--- src/rtl/keypad_pkg.sv ---
`default_nettype none
// ============================================================================
// Module      : keypad_pkg
// Description : Shared types and key-code helpers for the 4x4 matrix keypad
//               scanner and the keypad emulator.
// Revision    : 1.0 - initial release
// ============================================================================
package keypad_pkg;

    localparam int KEY_W = 4;

    typedef enum logic [2:0] {
        IDLE      = 3'd0,
        PRESS_BNC = 3'd1,
        HOLD      = 3'd2,
        REL_BNC   = 3'd3,
        GAP       = 3'd4
    } kp_state_e;

    // Row index of a key: upper two bits of the key code.
    function automatic logic [1:0] key_row_idx(input logic [KEY_W-1:0] key);
        return key[3:2];
    endfunction

    // Column index of a key: lower two bits of the key code.
    function automatic logic [1:0] key_col_idx(input logic [KEY_W-1:0] key);
        return key[1:0];
    endfunction

endpackage
`default_nettype wire

--- src/rtl/keypad_row_drive.sv ---
`default_nettype none
// ============================================================================
// Module      : keypad_row_drive
// Description : Combinational row sense for one closed key contact. The row
//               line of the key is pulled low only while the key's column is
//               driven to a definite low by the scanner.
// Revision    : 1.0 - initial release
// ============================================================================
module keypad_row_drive
    import keypad_pkg::*;
(
    input  logic             contact,
    input  logic [KEY_W-1:0] key,
    input  logic [3:0]       col,
    output logic [3:0]       row
);

    logic [1:0] w_row_idx;
    logic [1:0] w_col_idx;

    assign w_row_idx = key_row_idx(key);
    assign w_col_idx = key_col_idx(key);

    // Pull the key's row low while contact is closed and its column is low;
    // an unknown column level falls through to the released value.
    always_comb begin
        row = 4'b1111;
        if (contact && !col[w_col_idx]) begin
            row[w_row_idx] = 1'b0;
        end
    end

endmodule
`default_nettype wire

--- src/rtl/keypad_emulator.sv ---
`default_nettype none
// ============================================================================
// Module      : keypad_emulator
// Description : Key-side responder for a 4x4 matrix keypad scanner. Plays one
//               "press key N for H cycles" command at a time, with contact
//               bounce on press and release and a released gap afterwards.
// Revision    : 1.0 - initial release
// ============================================================================
module keypad_emulator
    import keypad_pkg::*;
#(
    parameter int BOUNCE_CYCLES = 1000,
    parameter int BOUNCE_STEP   = 64,
    parameter int GAP_CYCLES    = 1000,
    parameter int HOLD_W        = 32
) (
    input  logic              clk,
    input  logic              rst_n,
    input  logic              cmd_valid,
    output logic              cmd_ready,
    input  logic [KEY_W-1:0]  cmd_key,
    input  logic [HOLD_W-1:0] cmd_hold,
    input  logic [3:0]        col,
    output logic [3:0]        row,
    output logic              busy,
    output logic              done
);

    localparam int c_max_par   = (BOUNCE_CYCLES > GAP_CYCLES)
                               ? ((BOUNCE_CYCLES > BOUNCE_STEP) ? BOUNCE_CYCLES : BOUNCE_STEP)
                               : ((GAP_CYCLES > BOUNCE_STEP) ? GAP_CYCLES : BOUNCE_STEP);
    localparam int c_par_bits  = $clog2(c_max_par + 1);
    localparam int c_cnt_w     = (HOLD_W > c_par_bits) ? HOLD_W : c_par_bits;
    localparam int c_step_w    = (BOUNCE_STEP > 1) ? $clog2(BOUNCE_STEP) : 1;
    localparam int c_bnc_last  = (BOUNCE_CYCLES > 0) ? BOUNCE_CYCLES - 1 : 0;
    localparam int c_gap_last  = (GAP_CYCLES > 0) ? GAP_CYCLES - 1 : 0;
    localparam int c_step_last = (BOUNCE_STEP > 1) ? BOUNCE_STEP - 1 : 0;

    kp_state_e           r_state;
    kp_state_e           w_state_next;
    logic [c_cnt_w-1:0]  r_cnt;
    logic [c_step_w-1:0] r_step;
    logic [KEY_W-1:0]    r_key_q;
    logic [HOLD_W-1:0]   r_hold_q;
    logic                r_contact;
    logic                r_done;
    logic                w_accept;
    logic                w_last;
    logic                w_step_wrap;
    logic [c_cnt_w-1:0]  w_hold_last;

    assign w_accept    = cmd_valid && cmd_ready;
    assign w_step_wrap = (r_step == c_step_w'(c_step_last));
    // hold_q is never zero, so hold_q-1 cannot underflow.
    assign w_hold_last = c_cnt_w'(r_hold_q) - c_cnt_w'(1);

    // State register; async reset aborts any command in flight.
    always_ff @(posedge clk or negedge rst_n) begin
        if (!rst_n) begin
            r_state <= IDLE;
        end else begin
            r_state <= w_state_next;
        end
    end

    // Next-state logic: each timed state ends when cnt reaches its last cycle.
    always_comb begin
        w_state_next = r_state;
        w_last       = 1'b0;
        case (r_state)
            IDLE: begin
                if (w_accept) begin
                    w_state_next = (BOUNCE_CYCLES == 0) ? HOLD : PRESS_BNC;
                end
            end
            PRESS_BNC: begin
                w_last = (r_cnt == c_cnt_w'(c_bnc_last));
                if (w_last) w_state_next = HOLD;
            end
            HOLD: begin
                w_last = (r_cnt == w_hold_last);
                if (w_last) w_state_next = (BOUNCE_CYCLES == 0) ? GAP : REL_BNC;
            end
            REL_BNC: begin
                w_last = (r_cnt == c_cnt_w'(c_bnc_last));
                if (w_last) w_state_next = GAP;
            end
            GAP: begin
                w_last = (r_cnt == c_cnt_w'(c_gap_last));
                if (w_last) w_state_next = IDLE;
            end
            default: w_state_next = IDLE;
        endcase
    end

    // Handshake and status outputs decoded from the current state.
    always_comb begin
        cmd_ready = (r_state == IDLE);
        busy      = (r_state != IDLE);
        done      = r_done;
    end

    // Datapath: counters cleared on every state entry, command latch,
    // registered contact level and the completion pulse.
    always_ff @(posedge clk or negedge rst_n) begin
        if (!rst_n) begin
            r_cnt     <= '0;
            r_step    <= '0;
            r_key_q   <= '0;
            r_hold_q  <= '0;
            r_contact <= 1'b0;
            r_done    <= 1'b0;
        end else begin
            r_done <= (r_state == GAP) && (w_state_next == IDLE);

            if (w_state_next != r_state) begin
                r_cnt  <= '0;
                r_step <= '0;
            end else if (r_state != IDLE) begin
                r_cnt  <= r_cnt + c_cnt_w'(1);
                r_step <= w_step_wrap ? '0 : r_step + c_step_w'(1);
            end

            if (w_accept) begin
                r_key_q  <= cmd_key;
                r_hold_q <= (cmd_hold == '0) ? HOLD_W'(1) : cmd_hold;
            end

            case (w_state_next)
                PRESS_BNC: r_contact <= (r_state != PRESS_BNC) ? 1'b1
                                      : (w_step_wrap ? ~r_contact : r_contact);
                HOLD:      r_contact <= 1'b1;
                REL_BNC:   r_contact <= (r_state != REL_BNC) ? 1'b0
                                      : (w_step_wrap ? ~r_contact : r_contact);
                default:   r_contact <= 1'b0;
            endcase
        end
    end

    keypad_row_drive u_row_drive (
        .contact (r_contact),
        .key     (r_key_q),
        .col     (col),
        .row     (row)
    );

endmodule
`default_nettype wire
--- config.mk ---
export PLATFORM = sky130hd
export DESIGN_NAME = keypad_emulator
export DESIGN_NICKNAME = d
export VERILOG_FILES = /design/src/rtl/keypad_pkg.sv /design/src/rtl/keypad_row_drive.sv /design/src/rtl/keypad_emulator.sv
export SDC_FILE = /design/constraint.sdc
export NUM_CORES = 1
export LEC_CHECK = 0
export CAP_MARGIN = 20
export CORE_ASPECT_RATIO = 0.9
export CORE_MARGIN = 5
export CORE_UTILIZATION = 45
export DETAILED_ROUTE_END_ITERATION = 12
export PLACE_DENSITY = 0.66
export SLEW_MARGIN = 20
export SYNTH_ARGS = -nofsm -noshare
export SYNTH_HDL_FRONTEND = slang
export SYNTH_SLANG_ARGS = --single-unit
export TNS_END_PERCENT = 10
--- constraint.sdc ---
create_clock -name clk -period 4.1 [get_ports clk]
set_input_delay 0.82 -clock clk [delete_from_list [all_inputs] [get_ports clk]]
set_output_delay 0.82 -clock clk [all_outputs]
set_load 0.01 [all_outputs]
==> flow_summary.yaml <==
layout:
  layout-drive-gt1-share_pct: 12.5
  fin_util_pct: 53.9
  n_fill_cell: 1010
  num_antenna_cells: 0
  syn_to_final_growth_pct: 18.5
  final_nets: 599
  final_cells: 691
clocking:
  cts_sinks: 79
  postCtsHoldBufs: 0
  cts_max_level: 3
  clockBufferDepth: 2
  cts_buffers: 9
  path_clk_slew_ns: 0.07
  clock_latency_ns: 0.34
  cts_tree: "done"
  post_cts_buffers: 0
  post_cts_resized: 0
  cts_root_buf: "clkbuf_16"
floorplan:
  core_area_um2: 10700
  initial_core_util_pct: 45.5
  die_w_um: 120
  row_count: 36
  ios: 50
  dieArea_um2: 13000
  die_h_um: 109
timing:
  post-route-period-util_pct: 91.8
  fin_ws_ns: 0.334
  worst-slew-pin-transition_ns: 0.993
  fmax_mhz: 266
  fin_crit_ns: 3.77
  maxSlewViolCount: 0
  fin_skew_ns: 0.00782
  rsz0062_at_grt: "no"
  hold_viol: 0
  maxSlewHeadroom_pct: 33.3
  setup_tns_ns: 0
  setup_viol: 0
power:
  ir_drop_mv: 0.219
  powerDensity_nw_per_um2: 286
  power.total_mw: 1.65
  total_leakage_power_nw: 2.40
critical_path:
  startpoint_type: "flop"
  cp-endpoint: "r_step[0]"
  path_buf_inv: 2
  r2r_slack_ns: 0.33
  r2r_cells: 12
  cp_slowest_cell: "or4b_4"
  path_class: "reg2reg"
  worstPathArrival_ns: 3.96
  path_delay_family: "simple AND/OR/NAND/NOR gates"
  rr_startpoint: "r_hold_q[0]"
  crit_path_cell_trace: "inv_1, ha_1, or3b_2, or4_1, xnor2_1, o211ai_1, nor4_1, nand4_1, or4b_4, a21oi_2, buf_12, a311oi_1"
  cpPeakStageDelay_ns: 0.53
  worst_ep_required_time_ns: 4.30
  cp-end-kind: "flop"
  worst_r2r_endpoint: "r_step[0]"
  crit_start: "r_hold_q[0]"
  worst-path-max-fanout: 38
  path_depth: 12
logic_synthesis:
  synthArstFlopShare_pct: 100
  synth_top_area_share_pct: 40.6
  synth_common_cells: "79 x dfrtp_1, 56 x nor2_1, 49 x xnor2_1"
  ys_warn_count: 0
  synth_top_area_cell: "dfrtp_1"
  yosysMostFrequentCell: "dfrtp_1"
  ys_types: 58
  synth.top_cells.by_area: "dfrtp_1 41%, xnor2_1 8.8%, mux2_2 7.6%"
  syn_area_um2: 4870
  ys_seq_area_share_pct: 40.6
  syn_nets: 557
  synth-compound-area-share_pct: 7.08
  ys.flop_type: "dfrtp_1"
  yosys-mux-area-fraction_pct: 8.50
  synthSimpleGateAreaFrac_pct: 25.3
  synth_area_per_cell_um2: 9.54
  yosys.area_share.xor_xnor_pct: 14.4
  synth_top_family_by_area: "simple AND/OR/NAND/NOR gates"
  synth_cells: 511
  synth-edff-count: 0
  synth-adder-area-share_pct: 0.770
  yosys_register_bits: 79
job:
  max_cap_violations: 0
min_path:
  worstHoldPathType: "in2async"
routing:
  wl_per_cell_um: 17.9
  drc: 0
  drt_iter0_markers: 239
  wirelength_um: 12300
  vias_per_cell: 5.87
  vias: 4057
  antenna_left: 0
  first_pass_iters: 4
grt:
  track_usage_pct: 20.0
  grt_pass1_wl_um: 20700
  overflow: 0
  antenna_found_initial: 0
  grt_pass1_vias: 4055
  grt_max_degree: 80
placed_design:
  placed_cells: 675
  dp_hpwl_um: 8900
  gp_congestion: 0.899
  preCtsSetupSlack_ns: 0.398
  port_buffers: 49
status:
  status: "finished clean"
==> worst register-to-register path, delay by kind of cell, from the launching register on <==
kind                       cells  cell delay [ns]
xor gates and xnor gates       1             0.17
buffers and inverters          2             0.33
AOI/OAI and AO/OA              3             0.39
and+or+nand+nor                5             2.07
DFF                            1             0.43
adders and majority gates      1             0.25
==> power by group <==
| group | internal, mW | switching [mW] |
|---|---|---|
| registers | 0.779 | 0 |
| clock network | 0.475 | 0.335 |
| logic | 0.0370 | 0.0260 |
| total | 1.29 | 0.361 |
==> state kept, by name, summed over array words and instances, names as in the netlist <==
name	count
done	1
r_cnt	32
r_contact	1
r_hold_q	32
r_key_q	4
r_state	3
r_step	6
==> cells in the final DEF, fill, tap and decap left out, types with 9 or more instances in the layout <==
cell and n:
dfrtp_1 79, o21ai_0 14, a21oi_1 11, nor4_1 23, clkdlybuf4s50_1 48, nand2_1 32
inv_1 9, nor3_1 13, xor2_1 31, clkbuf_16 9, mux2_2 33, nand4_1 23
xnor2_1 49, or3_1 10, nor2_1 56, nand3_1 21
==> per-layer routing <==
metal / GRT usage [%] / wire length (µm)
met3: 4.15 / 614
met2: 32.5 / 5640
met1: 27.2 / 5950
met4: 5.72 / 138
met5: 0 / 0
==> kinds of logic (layout without fill, tap and decap cells) <==
family          count (synthesis)  after routing
mux                            36             36
flops                          79             79
compound gates                 53             53
fa+ha+maj                       3              3
buf+inv                        36             83
simple gates                  224            224
xor+xnor                       80             80
==> worst min path at each step <==
stage	from	end	slack, ns	depth (start not counted)
after CTS	r_state[2]	r_state[1]	0.51	1
after floorplan	r_state[2]	r_state[1]	0.46	1
after global routing	r_state[2]	r_state[1]	0.56	1
after global placement	r_state[2]	r_state[1]	0.49	1
final	rst_n	r_hold_q[6]	0.51	1
after detailed placement	r_state[2]	r_state[1]	0.49	1
==> stage by stage <==
stage	hold WS, ns	instance area (µm²)
6_report	0.510	5780
5_1_grt	0.555	5780
4_1_cts	0.513	5770
3_5_place_dp	0.489	5470
3_3_place_gp	0.494	5470
2_1_floorplan	0.459	4870
==> area by class of cell <==
| type | count | area (µm²) | area share (%) |
|---|---|---|---|
| clock buffers | 10 | 229 | 3.96 |
| well taps | 133 | 166 | 2.88 |
| inverters | 10 | 37.5 | 0.650 |
| flip-flops and latches | 79 | 1980 | 34.2 |
| multi-input cells | 396 | 2730 | 47.3 |
| clock inverters | 6 | 70.1 | 1.21 |
| repair buffers | 57 | 564 | 9.77 |
Power figures use the tool's default switching activity.
==> edit: new RTL, same flow settings <==
Make the reset (`rst_n`) synchronous in 2 clocked blocks. Comments in the files are not updated.
--- a/src/rtl/keypad_emulator.sv
+++ b/src/rtl/keypad_emulator.sv
@@ -55,7 +55,7 @@
     assign w_hold_last = c_cnt_w'(r_hold_q) - c_cnt_w'(1);
 
     // State register; async reset aborts any command in flight.
-    always_ff @(posedge clk or negedge rst_n) begin
+    always_ff @(posedge clk) begin
         if (!rst_n) begin
             r_state <= IDLE;
         end else begin
@@ -102,7 +102,7 @@
 
     // Datapath: counters cleared on every state entry, command latch,
     // registered contact level and the completion pulse.
-    always_ff @(posedge clk or negedge rst_n) begin
+    always_ff @(posedge clk) begin
         if (!rst_n) begin
             r_cnt     <= '0;
             r_step    <= '0;
Behaviour: differs if rst_n is asserted again (counterexample within 4 cycles, from zero or initial values and one cycle with rst_n low); with rst_n held inactive, the same outputs for 10 cycles.
==> edit against the unedited design <==
  * First-iteration DRC count up 31%
  * Sequential cell count unchanged
  * Setup slack better by 0.35 ns
  * Sequential share of layout area down 5.2 points
  * Final area down 5.8%
  * Synthesized area down 6.4%
  * Routed wire length down 8.5%
  * Largest cell class unchanged
Power is not compared: it rests on default switching activity, and its combinational part moved more than twofold at a synthesized area within 25%.
==> edit: results (changes against the unedited design) <==
- Number of distinct library cells after synthesis: 51 (was 58)
- Met2 usage in global routing: 0.279 (was 0.325)
- Skew final: 0.00781 ns (was 0.00782 ns)
- Adder-cell share of the synthesized area: 0.00823 (was 0.00770)
- Register area share after synthesis: 0.347 (was 0.406)
- Largest net degree at the start of global routing: 39 (was 80)
- Outcome: finished clean (unchanged)
- CP max-delay cell: clkdlybuf4s50_1 (was or4b_4)
- GRT Overall Usage: 0.194 (was 0.200)
- Iter 0 DRT Violations: 314 (was 239)
- Crit path capture: row[2] (was r_step[0]$_DFFE_PN0P_)
- Top FF cell, synth: dfxtp_1 (was dfrtp_1)
- Delay-heaviest family, CP: buffers and inverters (was simple AND/OR/NAND/NOR gates)
- Finished Layout Cells: 743 (was 691)
- Nets: 659 (was 599)
- M1 wire length: 5840 µm (was 5950 µm)
- Placement Setup Slack: 0.661 ns (was 0.398 ns)
- XOR/XNOR Fraction of Synth Area: 0.146 (was 0.144)
- Crit path launch: col[0] (was r_hold_q[0]$_DFFE_PN0P_)
- Worst min-delay path class: reg -> reg (was in -> async)
- Via density: 5.58 (was 5.87)
- Met3 usage: 0.0350 (was 0.0415)
- R2R Path Start: r_hold_q[0]$_SDFFE_PN0P_ (was r_hold_q[0]$_DFFE_PN0P_)
- Syn Nets: 625 (was 557)
- HPWL after DPL: 8380 µm (was 8900 µm)
- Async S/R FF share, synth: 0 (was 1.00)
- Reg2reg setup slack: 0.73 ns (was 0.33 ns)
- Largest stage delay, worst path: 0.49 ns (was 0.53 ns)
- First-pass GRT wire length: 19400 µm (was 20700 µm)
- Met3 wire length: 459 µm (was 614 µm)
## edit: cell types whose count changed in the layout (fill, tap and decap cells not counted), sizes merged, moves of 10 or more
| cell | unedited run | this run |
|---|---|---|
| a21boi | 1 | 27 |
| mux2 | 33 | 1 |
| dfrtp | 79 | 0 |
| xnor2 | 49 | 39 |
| dfxtp | 0 | 79 |
| nand2 | 32 | 111 |
| nor2 | 56 | 34 |
| nor3 | 13 | 48 |
## edit: layout make-up
cell class | count | area (µm²) | area share
clock inverters | 3 | 65.1 | 0.0120
clock buffers | 12 | 267 | 0.0490
flip-flops and latches | 79 | 1580 | 0.291
repair buffers | 55 | 536 | 0.0984
multi-input cells | 459 | 2800 | 0.515
inverters | 9 | 33.8 | 0.00621
well taps | 126 | 158 | 0.0290
